==> src/rtl/cadder_pkg.sv <==
// Shared types and default sizing for the cadder issue stage.
package cadder_pkg;

  localparam int DEF_DATA_WIDTH  = 8;
  localparam int DEF_FIFO_DEPTH  = 4;
  localparam int DEF_ADD_LATENCY = 3;

  typedef enum logic [1:0] {
    IDLE = 2'd0,
    RUN  = 2'd1,
    HOLD = 2'd2
  } state_t;

  // Queue entry layout at the default width; the FIFO stores {add, b, a}.
  typedef struct packed {
    logic                      add;
    logic [DEF_DATA_WIDTH-1:0] b;
    logic [DEF_DATA_WIDTH-1:0] a;
  } request_t;

endpackage

==> src/rtl/cadder_seq_sync_fifo.sv <==
// Synchronous FIFO with occupancy count; no push/pop bypass in either direction.
module sync_fifo #(
  parameter int WIDTH = 8,
  parameter int DEPTH = 4
) (
  input  logic                       clk,
  input  logic                       rst,
  input  logic                       push,
  input  logic                       pop,
  input  logic [WIDTH-1:0]           wdata,
  output logic [WIDTH-1:0]           rdata,
  output logic                       full,
  output logic                       empty,
  output logic [$clog2(DEPTH):0]     count
);

  localparam int AW = $clog2(DEPTH);

  logic [WIDTH-1:0] mem [DEPTH];
  logic [AW-1:0]    wr_ptr;
  logic [AW-1:0]    rd_ptr;
  logic             do_push;
  logic             do_pop;

  assign full    = (count == (AW+1)'(DEPTH));
  assign empty   = (count == '0);
  assign do_push = push && !full;
  assign do_pop  = pop && !empty;
  assign rdata   = mem[rd_ptr];

  // NOTE: storage is deliberately left out of reset; count/pointers gate every read.
  always_ff @(posedge clk) begin
    if (do_push) mem[wr_ptr] <= wdata;
  end

  // NOTE: sequential state uses non-blocking assignments only, so every flop sees pre-edge values.
  always_ff @(posedge clk) begin
    if (rst) begin
      wr_ptr <= '0;
      rd_ptr <= '0;
      count  <= '0;
    end else begin
      if (do_push) wr_ptr <= wr_ptr + 1'b1;
      if (do_pop)  rd_ptr <= rd_ptr + 1'b1;
      case ({do_push, do_pop})
        2'b10:   count <= count + 1'b1;
        2'b01:   count <= count - 1'b1;
        default: count <= count;
      endcase
    end
  end

endmodule

==> src/rtl/cadder_seq.sv <==
// Issue stage for the multi-cycle cadder: queues requests, holds operands while
// the adder is enabled for ADD_LATENCY cycles, then hands the result downstream.
module cadder_seq
  import cadder_pkg::*;
#(
  parameter int DATA_WIDTH  = DEF_DATA_WIDTH,
  parameter int FIFO_DEPTH  = DEF_FIFO_DEPTH,
  parameter int ADD_LATENCY = DEF_ADD_LATENCY
) (
  input  logic                          clk,
  input  logic                          rst,
  input  logic                          in_valid,
  output logic                          in_ready,
  input  logic [DATA_WIDTH-1:0]         in_a,
  input  logic [DATA_WIDTH-1:0]         in_b,
  input  logic                          in_add,
  output logic [DATA_WIDTH-1:0]         add_a,
  output logic [DATA_WIDTH-1:0]         add_b,
  output logic                          add_en,
  output logic                          add_enable,
  input  logic [DATA_WIDTH-1:0]         add_result,
  output logic                          res_valid,
  input  logic                          res_ready,
  output logic [DATA_WIDTH-1:0]         res_data,
  output logic                          busy,
  output logic [$clog2(FIFO_DEPTH):0]   count
);

  localparam int REQ_W = 2*DATA_WIDTH + 1;
  localparam int CNT_W = $clog2(ADD_LATENCY);
  localparam logic [CNT_W-1:0] CNT_LAST = CNT_W'(ADD_LATENCY - 1);

  state_t                 state, state_d;
  logic [CNT_W-1:0]       cnt, cnt_d;
  logic [DATA_WIDTH-1:0]  add_a_d, add_b_d, res_data_d;
  logic                   add_en_d, res_valid_d;
  logic [REQ_W-1:0]       fifo_rdata;
  logic                   fifo_full, fifo_empty, fifo_pop;

  sync_fifo #(
    .WIDTH (REQ_W),
    .DEPTH (FIFO_DEPTH)
  ) u_fifo (
    .clk   (clk),
    .rst   (rst),
    .push  (in_valid),
    .pop   (fifo_pop),
    .wdata ({in_add, in_b, in_a}),
    .rdata (fifo_rdata),
    .full  (fifo_full),
    .empty (fifo_empty),
    .count (count)
  );

  assign in_ready   = !fifo_full;
  assign add_enable = (state == RUN);
  assign busy       = (state != IDLE) || !fifo_empty;

  // NOTE: every signal written here gets a default first, so no latches can be inferred.
  always_comb begin
    state_d     = state;
    cnt_d       = cnt;
    add_a_d     = add_a;
    add_b_d     = add_b;
    add_en_d    = add_en;
    res_data_d  = res_data;
    res_valid_d = res_valid;
    fifo_pop    = 1'b0;
    case (state)
      IDLE: begin
        if (!fifo_empty) begin
          fifo_pop                     = 1'b1;
          {add_en_d, add_b_d, add_a_d} = fifo_rdata;
          cnt_d                        = '0;
          state_d                      = RUN;
        end
      end
      RUN: begin
        // The adder's result is only guaranteed on its final enable cycle.
        if (cnt == CNT_LAST) begin
          res_data_d  = add_result;
          res_valid_d = 1'b1;
          state_d     = HOLD;
        end else begin
          cnt_d = cnt + 1'b1;
        end
      end
      HOLD: begin
        if (res_ready) begin
          res_valid_d = 1'b0;
          state_d     = IDLE;
        end
      end
      default: state_d = IDLE;
    endcase
  end

  always_ff @(posedge clk) begin
    if (rst) begin
      state     <= IDLE;
      cnt       <= '0;
      add_a     <= '0;
      add_b     <= '0;
      add_en    <= 1'b0;
      res_data  <= '0;
      res_valid <= 1'b0;
    end else begin
      state     <= state_d;
      cnt       <= cnt_d;
      add_a     <= add_a_d;
      add_b     <= add_b_d;
      add_en    <= add_en_d;
      res_data  <= res_data_d;
      res_valid <= res_valid_d;
    end
  end

endmodule

==> config.mk <==
export PLATFORM = sky130hd
export DESIGN_NAME = cadder_seq
export DESIGN_NICKNAME = d
export VERILOG_FILES = /design/src/rtl/cadder_pkg.sv /design/src/rtl/cadder_seq_sync_fifo.sv /design/src/rtl/cadder_seq.sv
export SDC_FILE = /design/constraint.sdc
export NUM_CORES = 1
export LEC_CHECK = 0
export BUFFER_PORTS_ARGS = -buffer_cell sky130_fd_sc_hd__buf_2
export CAP_MARGIN = 20
export CORE_MARGIN = 2
export CORE_UTILIZATION = 43
export CTS_CLUSTER_DIAMETER = 80
export DETAILED_ROUTE_END_ITERATION = 6
export GPL_ROUTABILITY_DRIVEN = 0
export HOLD_SLACK_MARGIN = 0.1
export PLACE_DENSITY_LB_ADDON = 0.3
export SETUP_SLACK_MARGIN = 0.5
export SYNTH_ARGS = -nofsm -noshare
export SYNTH_HDL_FRONTEND = slang
export SYNTH_HIERARCHICAL = 1
export SYNTH_SLANG_ARGS = --single-unit
==> constraint.sdc <==
create_clock -name clk -period 2.9 [get_ports clk]
set_clock_uncertainty 0.1 [all_clocks]
set_input_delay 0.58 -clock clk [delete_from_list [all_inputs] [get_ports clk]]
set_output_delay 0.58 -clock clk [all_outputs]
set_load 0.02 [all_outputs]
* Word level (Yosys, flattened, before mapping)
Memories as Yosys holds them, arrays and structs flattened. A register that Yosys moved wholly into a read port is not among the register bits.
Cells that the tools add are included.
** Word-level totals
- Register bits after elaboration :: 20
- RAM bits :: 68
- Memories kept :: 1
** Operators by class
- Equality and inequality tests :: 10
- Add/sub/neg operators :: 5
- Reduce and logical (&&, ||, !) cells :: 16
- Bitwise gates (word level) :: 1
- Muxes and demuxes :: 15
** Memories
- u_fifo.mem :: words 4, bits a word 17, rd ports 1, clocked after Yosys merged registers in 1, wr ports 1, RTL line cadder_seq_sync_fifo.sv:19 : logic [WIDTH-1:0] mem [DEPTH];
** Operators with widths (count)
- $mux 2 :: 5
- $reduce_and 3->1 :: 3
- $reduce_bool 2->1 :: 4
- $add 2x1->2 const B :: 3
- $eq 2x2->1 const B :: 3
- $mux 1 :: 6
- $ne 2x2->1 const B :: 3
- $pmux 2 s3 :: 1
- $pmux 3 s2 :: 1
- $eq 2x1->1 const B :: 2
- $pmux 2 s2 :: 1
- $reduce_and 2->1 :: 2
- $add 3x1->3 const B :: 1
- $eq 3x3->1 const B :: 1
- $logic_not 3->1 :: 1
- $sub 3x1->3 const B :: 1
- $logic_and 1x1->1 :: 2
- $logic_not 1->1 :: 2
- $logic_not 2->1 :: 1
- $ne 2x1->1 const B :: 1
- $pmux 1 s2 :: 1
- $logic_or 1x1->1 :: 1
- $not 1->1 :: 1

* Longest topological paths before layout
- Depth in word-level cells :: 6
- Gate-level depth with buffers :: 14

* Hierarchy
The synthesis kept the hierarchy.
** By module, submodules not included
- sync_fifo :: times used 1, cells an instance 143, seq. area each 2222.1 µm², area an instance 2967.8 µm²
- cadder_seq :: times used 1, cells an instance 148, seq. area each 600.6 µm², area an instance 1209.9 µm²

* Worst setup path before layout
OpenSTA, ideal clock, no wires.
- Path type :: reg2reg
- From :: register u_fifo.count[0]
- To :: register u_fifo.count[2]
- Stages on the path, launching flop included :: 14
- Setup slack :: 154 ps
- Period minus slack after synthesis :: 2746 ps
- Arrival :: 2576 ps
- Required time :: 2730 ps
- Cells stage by stage :: dfxtp_1 nor3_1 nand2b_1 buf_2 inv_2 buf_2 o31ai_1 inv_1 ha_1 inv_1 fa_1 xor2_1 or3_1 a21oi_1
** On the way
- Cells in the longest elaborated chain, start to end :: 6
- Elaborated cells between the ends (all ways) :: 14
- Classes of those cells :: add/sub: 2; eq/ne: 3; mux: 3; reduce/logical: 6
** Ends and longest elaborated chain
- start: declaration :: RTL line cadder_seq_sync_fifo.sv:14 : output logic [$clog2(DEPTH):0] count
- start signal: assignment :: RTL line cadder_seq_sync_fifo.sv:46 : 2'b10: count <= count + 1'b1;
- start signal: assignment :: RTL line cadder_seq_sync_fifo.sv:47 : 2'b01: count <= count - 1'b1;
- start signal: assignment :: RTL line cadder_seq_sync_fifo.sv:48 : default: count <= count;
- $logic_not 3->1 (*) :: RTL line cadder_seq_sync_fifo.sv:26 : assign empty = (count == '0);
- via fifo_empty :: RTL line cadder_seq.sv:38 : logic fifo_full, fifo_empty, fifo_pop;
- $mux 1 (*) :: RTL line cadder_seq.sv:71 : if (!fifo_empty) begin
- $mux 1 (*) :: RTL line cadder_seq.sv:69 : case (state)
- via fifo_pop :: RTL line cadder_seq.sv:38
- $logic_and 1x1->1 (*) :: RTL line cadder_seq_sync_fifo.sv:28 : assign do_pop = pop && !empty;
- via u_fifo.do_pop :: RTL line cadder_seq_sync_fifo.sv:23 : logic do_pop;
- $eq 2x1->1 or $eq 2x2->1 (tied branches) :: RTL line cadder_seq_sync_fifo.sv:45 : case ({do_push, do_pop})
- $pmux 3 s2 or $reduce_bool 2->1 (tied branches)
Mark *: on every way through the listed nets, which the timed path passes. The rest lies on a longest branch.
A chain may end at the register's enable or synchronous reset.

* Final worst setup path
- From :: register state[1]
- To :: register u_fifo.count[2]
** On the way
- Cells in the longest elaborated chain, start to end :: 5
- Elaborated cells between the ends (all ways) :: 7
- Classes of those cells :: eq/ne: 2; mux: 2; reduce/logical: 3
** Ends and longest elaborated chain
- start: declaration :: RTL line cadder_seq.sv:33 : state_t state, state_d;
- start signal: assignment :: RTL line cadder_seq.sv:108 : state <= state_d;
- $logic_not 2->1 (*) :: RTL line cadder_seq.sv:69
- $mux 1 (*) :: RTL line cadder_seq.sv:69
- $logic_and 1x1->1 (*) :: RTL line cadder_seq_sync_fifo.sv:28
- via u_fifo.do_pop :: RTL line cadder_seq_sync_fifo.sv:23
- $eq 2x1->1 or $eq 2x2->1 (tied branches) :: RTL line cadder_seq_sync_fifo.sv:45
- $pmux 3 s2 or $reduce_bool 2->1 (tied branches)
Marks and branches as above.

==> impl_metrics.csv <==
group,metric,value,unit
timing,finalCriticalPeriod,2.27,ns
critical_path,rr_startpoint,"state[1]",
logic_synthesis,syn_avg_cell_area,14.4,sq um
route,first_pass_iters,4,
clock_tree,clockBufferDepth,2,
final_layout,stdcell_count,493,
power,peakVddDrop,0.467,mV
floorplanning,rows,35,
logic_synthesis,yosys.area.top_type,"edfxtp_1",
logic_synthesis,synth_most_common_cell,"edfxtp_1",
final_layout,utilization,0.521,
global_routing,grt_pass1_vias,2366,
power,net-switching-power,1.53,mW
power,internal-power,2.78,mW
final_layout,n_antenna_cell,0,
logic_synthesis,synth_compound_area_frac,0.0548,
logic_synthesis,yosys_register_bits,107,
logic_synthesis,synth_top_area_frac,0.489,
final_layout,syn2layout_area_growth,16.4,%
critical_path,reg2reg_slack,0.63,ns
route,wl_met1,3430,microns
floorplanning,io_pins,61,
logic_synthesis,synth_edf_count,68,
clock_tree,clock_sinks,107,
placement,hpwl,4960,microns
floorplanning,dieArea,10500,sq um
route,routed.top_layer,"met4",
min_path,min_path_cells,1,
timing,hold_viol,0,
power,clkPwrFrac,0.205,
route,drcViolationCount,0,
power,combPwrFrac,0.330,
final_layout,nFillCells,799,
clock_tree,postCtsHoldBufs,0,
route,wl_met3,265,microns
final_layout,nets,400,
min_path,worstHoldStart,"in_b[4]",
timing,slew_headroom,0.440,
logic_synthesis,syn-num-nets,332,
clock_tree,cts-buffers-inserted,9,
power,p_seq_frac,0.465,
outcome,status,"completed",
floorplanning,fp.dieW,103,microns
timing,grt_setup_unrepaired,"no",
global_routing,grt_max_degree,26,
clock_tree,cts_tree,"done",
critical_path,critPathLaunchType,"flop",
placement,port_buffers,60,
job,cap_viol_max_count,0,
logic_synthesis,synth-async-reset-ratio,0,
timing,tightest_slew,0.839,ns
logic_synthesis,synth_ff_type,"edfxtp_1",
logic_synthesis,synth_adder_area_share,0.0377,
global_routing,track_usage,0.147,
power,powerDensity,887,nW/um^2
logic_synthesis,muxShareOfSynthArea,0.100,
logic_synthesis,synth_top_family_by_area,"multiplexers",
route,routedWlPerCell,15.1,microns
min_path,hold_path_class,"in2reg",
clock_tree,path_clk_slew,0.11,ns
critical_path,cp_max_fo,5,
global_routing,grt_pass1_wl,11500,microns
floorplanning,start_util,0.448,
clock_tree,ctsHtreeMaxLevel,3,
placement,dp.cells,475,
timing,finalSetupTns,0,ns
floorplanning,core_area,9330,sq um
logic_synthesis,yosysSeqAreaShare,0.676,
logic_synthesis,syn_inst,291,
final_layout,layout-drive-gt1-share,0.294,
route,wl_met2,3620,microns
route,totalWireLength,7460,microns
logic_synthesis,yosys-top-cells-count,"edfxtp_1, nand2_1, dfxtp_1, a21oi_1, inv_1",
route,antenna_left,0,
clock_tree,clock_latency,0.37,ns
critical_path,required,3.09,ns
timing,period_share,0.782,
critical_path,worstPathArrival,2.45,ns
logic_synthesis,syn_area,4180,sq um
route,drt_iter0_drc,115,
global_routing,grt_antenna_before_repair,0,
critical_path,r2r-end,"u_fifo/count[2]",
power,p_leak,1.79,nW
route,vias_per_cell,5.00,
power,switching_share,0.355,
logic_synthesis,yosysWarnings,6,
global_routing,globalRouteOverflowTotal,0,
placement,placed_area,4650,sq um
logic_synthesis,synthSimpleGateAreaFrac,0.0910,
logic_synthesis,synth-xor-area-share,0.00629,
critical_path,cp-end-kind,"flop",
logic_synthesis,synthDistinctLibCells,33,
route,vias,2464,
critical_path,crit_type,"reg2reg",
clock_tree,ctsRootBufferMaster,"clkbuf_8",
timing,final_max_slew_viol_count,0,
timing,setup_viol,0,
timing,fmax,0.441,GHz
floorplanning,die_h,103,microns
final_layout,design_area,4860,sq um
logic_synthesis,ys_top_cells_by_area,"edfxtp_1, dfxtp_1, mux4_2",
min_path,holdPathEnd,"u_fifo/mem[1][12]",
critical_path,ff2ff_path_depth,12,
## layout make-up
type	count	area, sq um	area share
multi-input cells	158	1240	0.256
clock inverters	7	77.6	0.0160
inverters	14	55.1	0.0113
clock buffers	9	124	0.0255
well taps	129	161	0.0332
flip-flops and latches	107	2830	0.583
repair buffers	69	368	0.0756
## state kept, by name, summed over array words and instances (netlist names), named ones only
signal         cells
state              2
u_fifo/rd_ptr      2
u_fifo/mem        68
u_fifo/wr_ptr      2
res_data           8
add_en             1
add_b              8
cnt                2
u_fifo/count       3
add_a              8
res_valid          1
## placed cells by master (no fill, tap or decap), drive strengths merged, types with 2 or more instances in the layout
| master | instances |
|---|---|
| clkinv | 2 |
| o21ai | 5 |
| buf | 69 |
| a21oi | 31 |
| clkbuf | 9 |
| edfxtp | 68 |
| mux4 | 17 |
| inv | 18 |
| or3 | 3 |
| nand4 | 2 |
| o31ai | 3 |
| nand2b | 4 |
| nor2 | 8 |
| and2 | 5 |
| or4b | 2 |
| dfxtp | 39 |
| ha | 11 |
| xor2 | 3 |
| nand2 | 53 |
| nor2b | 2 |
## kinds of logic after synthesis
kind of cell / after synthesis
buf+inv: 26
flops: 107
mux: 18
xor+xnor: 3
simple gates: 83
fa+ha+maj: 12
compound gates: 42
## stage by stage
step                      setup WS [ns]  hold WS [ns]  total power [mW]
final                             0.633         0.318              4.31
after global placement            0.532         0.341              3.42
after detailed placement          0.454         0.345              3.45
after global routing              0.507         0.301              4.58
after CTS                         0.608         0.304              4.36
after floorplan                   0.501         0.351              3.11
## worst max-delay path: stages (launching register included)
cell	delay, ns
dfxtp_1	0.34
inv_2	0.11
ha_4	0.15
nand2b_1	0.10
inv_4	0.07
o31ai_2	0.07
inv_1	0.06
ha_2	0.17
inv_1	0.05
fa_1	0.37
xor2_1	0.16
or3_1	0.31
a21oi_1	0.14
## power groups by stage
stage,Clock [mW],Sequential [mW],Combinational (mW)
5_1_grt,0.968,2.03,1.58
2_1_floorplan,0,2.17,0.942
3_5_place_dp,0,2.04,1.41
3_3_place_gp,0,2.03,1.39
6_report,0.885,2.01,1.42
4_1_cts,0.917,2.01,1.43
## layer usage
layer	GRT usage	vias to the layer above
met2	0.251	60
met4	0.0646	0
met5	0	-
li1	-	1187
met3	0.0285	13
met1	0.184	1204
## repair_timing
item                       4_1_cts  5_1_grt
hold endpoints to repair         0        0
setup endpoints to repair        1        1
pin swaps                        0        0
buffers inserted                 1        1
gates resized for setup          0        0
## worst max path at each step
stage	end	from
final	u_fifo/count[2]	state[1]
after global routing	u_fifo/count[2]	state[1]
after CTS	u_fifo/count[2]	state[0]
after detailed placement	u_fifo/count[2]	state[0]
after global placement	u_fifo/count[2]	state[0]
after floorplan	u_fifo/count[2]	u_fifo/count[0]
Note: power is estimated with default switching activity, not from simulation.
